File: src/rtl/mips_pkg.sv
// mips_pkg: shared definitions for the MIPS 16-bit processor front end.
//   - Default address / instruction widths and sequential PC step.
//   - Opcode and funct encodings shared between fetch and MIPS_Control.
//   - Fetch sequencer state encoding.
package mips_pkg;

    localparam int unsigned MIPS_ADDR_W  = 16;
    localparam int unsigned MIPS_INSTR_W = 32;
    localparam int unsigned MIPS_PC_STEP = 4;

    // Primary opcodes, IR[31:26]
    localparam logic [5:0] OP_RTYPE = 6'h00;
    localparam logic [5:0] OP_REGIMM = 6'h01;  // BLTZ / BGEZ
    localparam logic [5:0] OP_JUMP  = 6'h02;
    localparam logic [5:0] OP_JAL   = 6'h03;
    localparam logic [5:0] OP_BEQ   = 6'h04;
    localparam logic [5:0] OP_BNE   = 6'h05;
    localparam logic [5:0] OP_BLEZ  = 6'h06;
    localparam logic [5:0] OP_BGTZ  = 6'h07;
    localparam logic [5:0] OP_ADDI  = 6'h08;
    localparam logic [5:0] OP_SLTI  = 6'h0A;
    localparam logic [5:0] OP_ANDI  = 6'h0C;
    localparam logic [5:0] OP_ORI   = 6'h0D;
    localparam logic [5:0] OP_LW    = 6'h23;
    localparam logic [5:0] OP_SW    = 6'h2B;

    // R-type funct codes, IR[5:0]
    localparam logic [5:0] FN_SLL     = 6'h00;
    localparam logic [5:0] FN_JR      = 6'h08;
    localparam logic [5:0] FN_SYSCALL = 6'h0C;
    localparam logic [5:0] FN_ADD     = 6'h20;
    localparam logic [5:0] FN_SUB     = 6'h22;
    localparam logic [5:0] FN_AND     = 6'h24;
    localparam logic [5:0] FN_OR      = 6'h25;
    localparam logic [5:0] FN_SLT     = 6'h2A;

    typedef enum logic [1:0] {
        StIdle,
        StFetch,
        StHold,
        StHalt
    } fetch_state_e;

endpackage

File: src/rtl/mips_next_pc.sv
// mips_next_pc: combinational next-PC resolution for the held instruction.
// Ports:
//   pc_out                  PC of the held instruction
//   ir                      held instruction
//   br_eq..br_lt, j         branch/jump selects from MIPS_Control
//   cmp_eq, rs_neg, rs_zero datapath compare flags
//   next_pc                 address of the next instruction to fetch
// Priority: jump, then taken branch, then sequential. Among branch selects the
// first asserted one decides taken/not-taken; later selects are not consulted.
module mips_next_pc
    import mips_pkg::*;
#(
    parameter int unsigned ADDR_W  = MIPS_ADDR_W,
    parameter int unsigned INSTR_W = MIPS_INSTR_W,
    parameter int unsigned PC_STEP = MIPS_PC_STEP
) (
    input  logic [ADDR_W-1:0]  pc_out,
    input  logic [INSTR_W-1:0] ir,
    input  logic               br_eq,
    input  logic               br_ne,
    input  logic               br_gt,
    input  logic               br_gt_eq_z,
    input  logic               br_lt,
    input  logic               j,
    input  logic               cmp_eq,
    input  logic               rs_neg,
    input  logic               rs_zero,
    output logic [ADDR_W-1:0]  next_pc
);

    logic [ADDR_W+15:0] imm_sext;
    logic [ADDR_W-1:0]  br_off;
    logic [ADDR_W-1:0]  seq_pc;
    logic [ADDR_W-1:0]  jump_pc;
    logic               taken;
    logic               unused_ir;

    // Sign-extend the 16-bit immediate, word-scale it, keep ADDR_W bits.
    assign imm_sext  = {{ADDR_W{ir[15]}}, ir[15:0]};
    assign br_off    = {imm_sext[ADDR_W-3:0], 2'b00};
    assign seq_pc    = pc_out + ADDR_W'(PC_STEP);
    assign jump_pc   = {ir[ADDR_W-3:0], 2'b00};
    assign unused_ir = ^ir[INSTR_W-1:16];

    always_comb begin
        taken = 1'b0;
        if (br_eq) begin
            taken = cmp_eq;
        end else if (br_ne) begin
            taken = !cmp_eq;
        end else if (br_gt) begin
            taken = !rs_neg && !rs_zero;
        end else if (br_gt_eq_z) begin
            taken = !rs_neg;
        end else if (br_lt) begin
            taken = rs_neg;
        end
    end

    always_comb begin
        next_pc = seq_pc;
        if (j) begin
            next_pc = jump_pc;
        end else if (taken) begin
            next_pc = seq_pc + br_off;
        end
    end

endmodule

File: src/rtl/mips_fetch_unit.sv
// mips_fetch_unit: instruction fetch and PC sequencing ahead of MIPS_Control.
// Ports:
//   clk, rst                 clock, synchronous active-high reset
//   imem_req/addr/ack/rdata  instruction memory handshake (req held until ack)
//   instr_valid/ready        held instruction offered to / retired by execute
//   instr, instr_code,       held IR and its opcode / funct fields
//   alu_funct
//   pc_out                   PC of the held instruction
//   br_*, j, clk_off         controller outputs, sampled on the retire cycle
//   cmp_eq, rs_neg, rs_zero  datapath compare flags, sampled on the retire cycle
//   halted                   sticky after SYSCALL until reset
module mips_fetch_unit
    import mips_pkg::*;
#(
    parameter int unsigned        ADDR_W   = MIPS_ADDR_W,
    parameter int unsigned        INSTR_W  = MIPS_INSTR_W,
    parameter logic [ADDR_W-1:0]  RESET_PC = '0,
    parameter int unsigned        PC_STEP  = MIPS_PC_STEP
) (
    input  logic               clk,
    input  logic               rst,
    output logic               imem_req,
    output logic [ADDR_W-1:0]  imem_addr,
    input  logic               imem_ack,
    input  logic [INSTR_W-1:0] imem_rdata,
    output logic               instr_valid,
    input  logic               instr_ready,
    output logic [INSTR_W-1:0] instr,
    output logic [5:0]         instr_code,
    output logic [5:0]         alu_funct,
    output logic [ADDR_W-1:0]  pc_out,
    input  logic               br_eq,
    input  logic               br_ne,
    input  logic               br_gt,
    input  logic               br_gt_eq_z,
    input  logic               br_lt,
    input  logic               j,
    input  logic               clk_off,
    input  logic               cmp_eq,
    input  logic               rs_neg,
    input  logic               rs_zero,
    output logic               halted
);

    fetch_state_e       state_q, state_d;
    logic [ADDR_W-1:0]  pc_q, pc_d;
    logic [ADDR_W-1:0]  pc_out_q, pc_out_d;
    logic [INSTR_W-1:0] instr_q, instr_d;
    logic [ADDR_W-1:0]  next_pc;

    mips_next_pc #(
        .ADDR_W  (ADDR_W),
        .INSTR_W (INSTR_W),
        .PC_STEP (PC_STEP)
    ) u_next_pc (
        .pc_out     (pc_out_q),
        .ir         (instr_q),
        .br_eq      (br_eq),
        .br_ne      (br_ne),
        .br_gt      (br_gt),
        .br_gt_eq_z (br_gt_eq_z),
        .br_lt      (br_lt),
        .j          (j),
        .cmp_eq     (cmp_eq),
        .rs_neg     (rs_neg),
        .rs_zero    (rs_zero),
        .next_pc    (next_pc)
    );

    always_ff @(posedge clk) begin
        if (rst) begin
            state_q  <= StIdle;
            pc_q     <= RESET_PC;
            pc_out_q <= RESET_PC;
            instr_q  <= '0;
        end else begin
            state_q  <= state_d;
            pc_q     <= pc_d;
            pc_out_q <= pc_out_d;
            instr_q  <= instr_d;
        end
    end

    always_comb begin
        state_d     = state_q;
        pc_d        = pc_q;
        pc_out_d    = pc_out_q;
        instr_d     = instr_q;
        imem_req    = 1'b0;
        instr_valid = 1'b0;
        halted      = 1'b0;

        unique case (state_q)
            StIdle: begin
                state_d = StFetch;
            end
            StFetch: begin
                imem_req = 1'b1;
                if (imem_ack) begin
                    instr_d  = imem_rdata;
                    pc_out_d = pc_q;
                    state_d  = StHold;
                end
            end
            StHold: begin
                instr_valid = 1'b1;
                // Controller and compare inputs only matter on the retire cycle.
                if (instr_ready) begin
                    if (clk_off) begin
                        state_d = StHalt;
                    end else begin
                        pc_d    = next_pc;
                        state_d = StFetch;
                    end
                end
            end
            StHalt: begin
                halted = 1'b1;
            end
            default: begin
                state_d = StIdle;
            end
        endcase
    end

    assign imem_addr  = pc_q;
    assign instr      = instr_q;
    assign instr_code = instr_q[31:26];
    assign alu_funct  = instr_q[5:0];
    assign pc_out     = pc_out_q;

endmodule

File: config.mk
export PLATFORM = sky130hd
export DESIGN_NAME = mips_fetch_unit
export DESIGN_NICKNAME = d
export VERILOG_FILES = /design/src/rtl/mips_pkg.sv /design/src/rtl/mips_next_pc.sv /design/src/rtl/mips_fetch_unit.sv
export SDC_FILE = /design/constraint.sdc
export NUM_CORES = 1
export LEC_CHECK = 0
export ABC_CLOCK_PERIOD_IN_PS = 5600
export CORE_MARGIN = 8
export CORE_UTILIZATION = 49
export DETAILED_ROUTE_END_ITERATION = 16
export PLACE_DENSITY = 0.86
export REMOVE_ABC_BUFFERS = 1
export SYNTH_ARGS = -nofsm -noshare
export SYNTH_HDL_FRONTEND = slang
export SYNTH_SLANG_ARGS = --single-unit
File: constraint.sdc
create_clock -name clk -period 5.6 [get_ports clk]
set_input_delay 1.12 -clock clk [delete_from_list [all_inputs] [get_ports clk]]
set_output_delay 1.12 -clock clk [all_outputs]
set_load 0.02 [all_outputs]
==> impl_metrics.toml, run 1 <==
[status]
status = "finished, final reports clean"

[place]
dp_hpwl_um = 7530
pre_cts_slack_ns = 2.25
dpl-instance-area_mm2 = 0.00480
finalWeightedCongestion = 0.886
dpl.cell_count = 648
port_buffers = 124

[yosys]
synth_seq_cells = 66
synth_top_area_share_pct = 36.6
ys_top_cells_by_area = "dfxtp_1, nand2_1, a21oi_1, ha_1, xnor2_1"
synth_top_cell_by_area = "dfxtp_1"
synth_ff_type = "dfxtp_1"
synth_edf_count = 0
seq_area_frac_synth_pct = 36.6
syn_area_mm2 = 0.00361
avgSynthCellArea_um2 = 7.84
syn_inst = 460
synth_cell_type_count = 46
ys_warn_count = 0
async_flop_share_pct = 0

[timing]
worst_slack_ns = 2.45
fin_skew_ns = 0.0105
setup_violations = 0
tightestPinTransition_ns = 0.920
slew_violations = 0
hold_violations = 0
min_period_ns = 3.15
tns_ns = 0
fmax_mhz = 318
fin_crit_sh_pct = 56.2
slew-limit-headroom_pct = 38.6
rsz0062_at_grt = "no"

[global_route]
grt_first_pass_wirelength_um = 17000
grtUsageMet1_pct = 23.9
gr-usage-all-layers_pct = 20.6
gr-max-usage-layer = "met2"
met3_usage_pct = 9.28
grt_max_degree = 67
grt.overflow.total = 0
first_global_vias = 3528
grt_use_met2_pct = 32.7
antenna_found_initial = 0

[floorplanning]
rows = 31
fp.dieH_um = 102
io_pins = 125
dieWidth_um = 102
die_area_mm2 = 0.0104
design.core.area_mm2 = 0.00718
start_util_pct = 50.3

[clock_network]
clk_pin_slew_ns = 0.08
clk_path_buf_depth = 2
hold_buffers = 0
clock_sinks = 66
ctsResizeCount = 0
root_buffer = "clkbuf_8"
htreeDepth = 3
clkLatencyLatePin_ns = 0.35
cts_tree = "done"
post_cts_buffers = 0
cts_buffers = 9

[setup_path]
path_max_fanout = 7
reg2reg_slack_ns = 2.45
required_ns = 5.80
cp.arrival_ns = 3.34
end_kind = "flop"
critPathKind = "flop to flop"
start_kind = "flop"

[layout]
areaGrowthSynthToFinish_pct = 40.1
layout.cells.non_filler = 664
fill_cells = 584
final_area_mm2 = 0.00505
drive_above_1_share_pct = 5.49
final_common_cell = "clkdlybuf4s50_1"
antennaDiodeCount = 0
finalNetCount = 631
final_cell_mix = "clkdlybuf4s50_1, nand2_1, a21oi_1"
multiInputGateArea_mm2 = 0.00208
layout.area.seq_mm2 = 0.00132

[detailed_routing]
routed_via_density = 5.36
drc = 0
wire_per_inst_um = 15.8
drtIter0Drc = 164
drt_wl_total_um = 10500
postRouteAntennaNets = 0
vias = 3560
firstDrtPassIters = 4

[power_and_ir_drop]
peakVddDrop_uv = 195
p_per_area_mw_per_mm2 = 249
p_leak_nw = 1.95

[min_path]
hold_class = "flop to flop"

[flow_run]
max_cap_viol_count = 0
==> synth_stat cells (all sizes together), types with 4 or more instances <==
| master | count |
|---|---|
| xor2 | 5 |
| a211oi | 7 |
| nand4 | 5 |
| inv | 6 |
| mux2i | 7 |
| a21o | 7 |
| nand2 | 119 |
| nor3 | 4 |
| clkbuf | 20 |
| a21oi | 69 |
| nor2 | 21 |
| nand3 | 9 |
| ha | 24 |
| xnor2 | 17 |
| dfxtp | 66 |
| o211ai | 4 |
| o21ai | 9 |
| and3 | 8 |
| a31oi | 4 |
| buf | 17 |
| and2 | 4 |
==> registers in the layout, indices dropped and copies added (netlist names) <==
signal	cells
instr	32
imem_addr	16
pc_out	16
state_q	2
==> metrics by stage <==
step	util (%)	hold WS (ns)	total power, mW
2_1_floorplan	-	0.528	0.639
3_3_place_gp	66.9	0.441	0.762
3_5_place_dp	66.9	0.449	0.767
4_1_cts	70.4	0.459	1.27
5_1_grt	70.4	0.482	1.31
6_report	70.4	0.456	1.26
==> layer usage <==
layer | up-vias | part of all wire, %
li1 | 1776 | -
met1 | 1627 | 42
met2 | 143 | 46
met3 | 14 | 11
met4 | 0 | 1.4
met5 | - | 0
==> report_power, final <==
part | leakage (nW) | internal (mW) | switching (mW)
clock network | 0.127 | 0.310 | 0.195
registers | 0.535 | 0.490 | 0.0214
logic | 1.29 | 0.109 | 0.134
==> final cells by class <==
| type | count | area share (%) |
|---|---|---|
| inverter | 6 | 0.446 |
| multi-input combinational | 351 | 41.2 |
| timing repair buffer | 126 | 24.8 |
| tap | 99 | 2.45 |
| clock inverter | 6 | 2.23 |
| clock buffer | 10 | 2.72 |
| sequential | 66 | 26.2 |
==> critical path, cell delays in order, from the launching register on <==
cell,delay (ns)
dfxtp_1,0.44
and4_1,0.28
and3_1,0.20
nand3_1,0.10
xnor2_1,0.28
ha_1,0.36
and3_2,0.25
nand2_1,0.08
a31oi_1,0.10
a211oi_2,0.31
mux2_2,0.37
o21ai_1,0.14
a211oi_2,0.09
==> path summary, 6_finish.rpt <==
check	cells after the start	start	end
worst min register to register	2	instr[21]$_SDFFE_PP0P_	instr[21]$_SDFFE_PP0P_
worst max register to register	12	pc_out[4]$_SDFFE_PP0P_	imem_addr[15]$_SDFFE_PP0P_
worst min-delay path	2	instr[21]$_SDFFE_PP0P_	instr[21]$_SDFFE_PP0P_
worst max-delay path	12	pc_out[4]$_SDFFE_PP0P_	imem_addr[15]$_SDFFE_PP0P_
==> cell families (layout without fill, tap and decap cells) <==
logic type | count (synthesis) | in the layout | synth area share, %
simple gates | 181 | 181 | 21.5
compound gates | 115 | 115 | 19.5
flops | 66 | 66 | 36.6
buf+inv | 43 | 148 | 5.83
fa+ha+maj | 25 | 25 | 8.88
xor+xnor | 22 | 22 | 5.34
mux | 8 | 8 | 2.26
(Power assumes the default switching activity.)
==> run 2, diff against run 1 <==
--- a/config.mk
+++ b/config.mk
@@ -5,11 +5,11 @@
 export SDC_FILE = /design/constraint.sdc
 export NUM_CORES = 1
 export LEC_CHECK = 0
-export ABC_CLOCK_PERIOD_IN_PS = 5600
+export ABC_CLOCK_PERIOD_IN_PS = 3000
 export CORE_MARGIN = 8
-export CORE_UTILIZATION = 49
+export CORE_UTILIZATION = 46
 export DETAILED_ROUTE_END_ITERATION = 16
-export PLACE_DENSITY = 0.86
+export PLACE_DENSITY = 0.81
 export REMOVE_ABC_BUFFERS = 1
 export SYNTH_ARGS = -nofsm -noshare
 export SYNTH_HDL_FRONTEND = slang
==> constraint.sdc (replaced) <==
create_clock -name clk -period 3 [get_ports clk]
set_input_delay 0.6 -clock clk [delete_from_list [all_inputs] [get_ports clk]]
set_output_delay 0.6 -clock clk [all_outputs]
set_load 0.02 [all_outputs]
==> impl_metrics.toml, run 2 (synthesis results as in run 1) <==
[floorplanning]
design.core.area_mm2 = 0.00765
io_pins = 125
rows = 32
die_area_mm2 = 0.0109
dieWidth_um = 105
fp.dieH_um = 105
start_util_pct = 47.2

[setup_path]
path_max_fanout = 6
critPathKind = "flop to flop"
start_kind = "flop"
r2r_start = "pc_out[7]$_SDFFE_PP0P_"
slowest_delay_ns = 0.36
cpMostUsedCell = "a211oi_2"
crit_buf_inv = 0
path_cells = "and4_4 > and3_1 > nand2_1 > xnor2_2 > ha_2 > a21o_1 > a21oi_2 > a31oi_1 > a211oi_2 > mux2_2 > o21ai_1 > a211oi_2"
slowest_stage = "dfxtp_2"
cp.arrival_ns = 3.10
critPathTopFamily = "compound AO/OA/AOI/OAI gates"
critPathLaunch = "pc_out[7]$_SDFFE_PP0P_"
end_kind = "flop"
required_ns = 3.21

[place]
finalWeightedCongestion = 0.877
port_buffers = 124
pre_cts_slack_ns = -0.0142
dp_hpwl_um = 8290
dpl-instance-area_mm2 = 0.00494
dpl.cell_count = 666

[global_route]
grt_first_pass_wirelength_um = 19000
first_global_vias = 3748
antenna_found_initial = 0
grt_max_degree = 49
grt.overflow.total = 0
gr-usage-all-layers_pct = 20.8

[detailed_routing]
vias = 3645
wire_per_inst_um = 16.8
drtIter0Drc = 148
routed_via_density = 5.34
postRouteAntennaNets = 0
drt_wl_total_um = 11400
firstDrtPassIters = 6
drc = 0

[min_path]
hold_start = "instr[21]$_SDFFE_PP0P_"
hold_class = "flop to flop"

[layout]
final_common_cell = "clkdlybuf4s50_1"
fin_util_pct = 67.9
fill_cells = 661
drive_above_1_share_pct = 9.66
final_area_mm2 = 0.00519
largest_reg_flops = 32
finalNetCount = 646
layout.cells.non_filler = 682
areaGrowthSynthToFinish_pct = 44.0
antennaDiodeCount = 0
final_cell_mix = "clkdlybuf4s50_1, nand2_1, a21oi_1"

[clock_network]
hold_buffers = 0
clk_pin_slew_ns = 0.07
cts_buffers = 9
clock_sinks = 66
root_buffer = "clkbuf_8"
clk_path_buf_depth = 2
post_cts_buffers = 0
clkLatencyLatePin_ns = 0.35
cts_tree = "done"
htreeDepth = 3

[timing]
hold_violations = 0
hold_slack_ns = 0.454
fin_skew_ns = 0.00860
tns_ns = 0
worst_slack_ns = 0.116
slew-limit-headroom_pct = 34.3
setup_violations = 0
fmax_mhz = 347
fin_crit_sh_pct = 96.1
min_period_ns = 2.88
tightestPinTransition_ns = 0.982
rsz0062_at_grt = "yes"
slew_violations = 0

[power_and_ir_drop]
p_per_area_mw_per_mm2 = 426
peakVddDrop_uv = 274
power_mw = 2.21
p_leak_nw = 2.05

[flow_run]
max_cap_viol_count = 0

[status]
status = "finished, final reports clean"
[run 2: cell type report]
cell class              count  area [um2]  share of cell area (%)
clock inverters             5        52.6                    1.01
flip-flops and latches     66        1320                    25.5
well taps                 102         128                    2.46
multi-input cells         351        2120                    40.9
inverters                   6        22.5                   0.434
repair buffers            141        1390                    26.8
clock buffers              11         151                    2.92
[run 2: worst register-to-register path, stage by stage, from the launching register on]
cell	delay, ns
dfxtp_2	0.36
and4_4	0.26
and3_1	0.19
nand2_1	0.10
xnor2_2	0.17
ha_2	0.33
a21o_1	0.21
a21oi_2	0.17
a31oi_1	0.11
a211oi_2	0.22
mux2_2	0.36
o21ai_1	0.17
a211oi_2	0.09
[run 2: where the power goes]
group | switching (mW) | internal [mW]
Combinational | 0.260 | 0.218
Sequential | 0.0405 | 0.916
Clock | 0.352 | 0.425
Total | 0.652 | 1.56
[run 2: metal layers]
metal / GRT usage [%] / routed length (um) / part of all wire, %
met1: 24.5 / 4860 / 43
met5: 0 / 0 / 0
met4: 8.69 / 250 / 2.2
met2: 33.2 / 5310 / 46
met3: 7.74 / 1010 / 8.9
[run 2: path summary, 6_finish.rpt]
kind | to | slack (ns) | cells past startpoint
max | imem_addr[15]$_SDFFE_PP0P_ | 0.12 | 12
min reg2reg | instr[21]$_SDFFE_PP0P_ | 0.45 | 2
max reg2reg | imem_addr[15]$_SDFFE_PP0P_ | 0.12 | 12
min | instr[21]$_SDFFE_PP0P_ | 0.45 | 2
[run 2: timing repair]
action	in CTS	in global routing
hold endpoints to repair	0	0
endpoints found under the setup margin	1	2
pin swaps	0	2
resized for setup	1	9
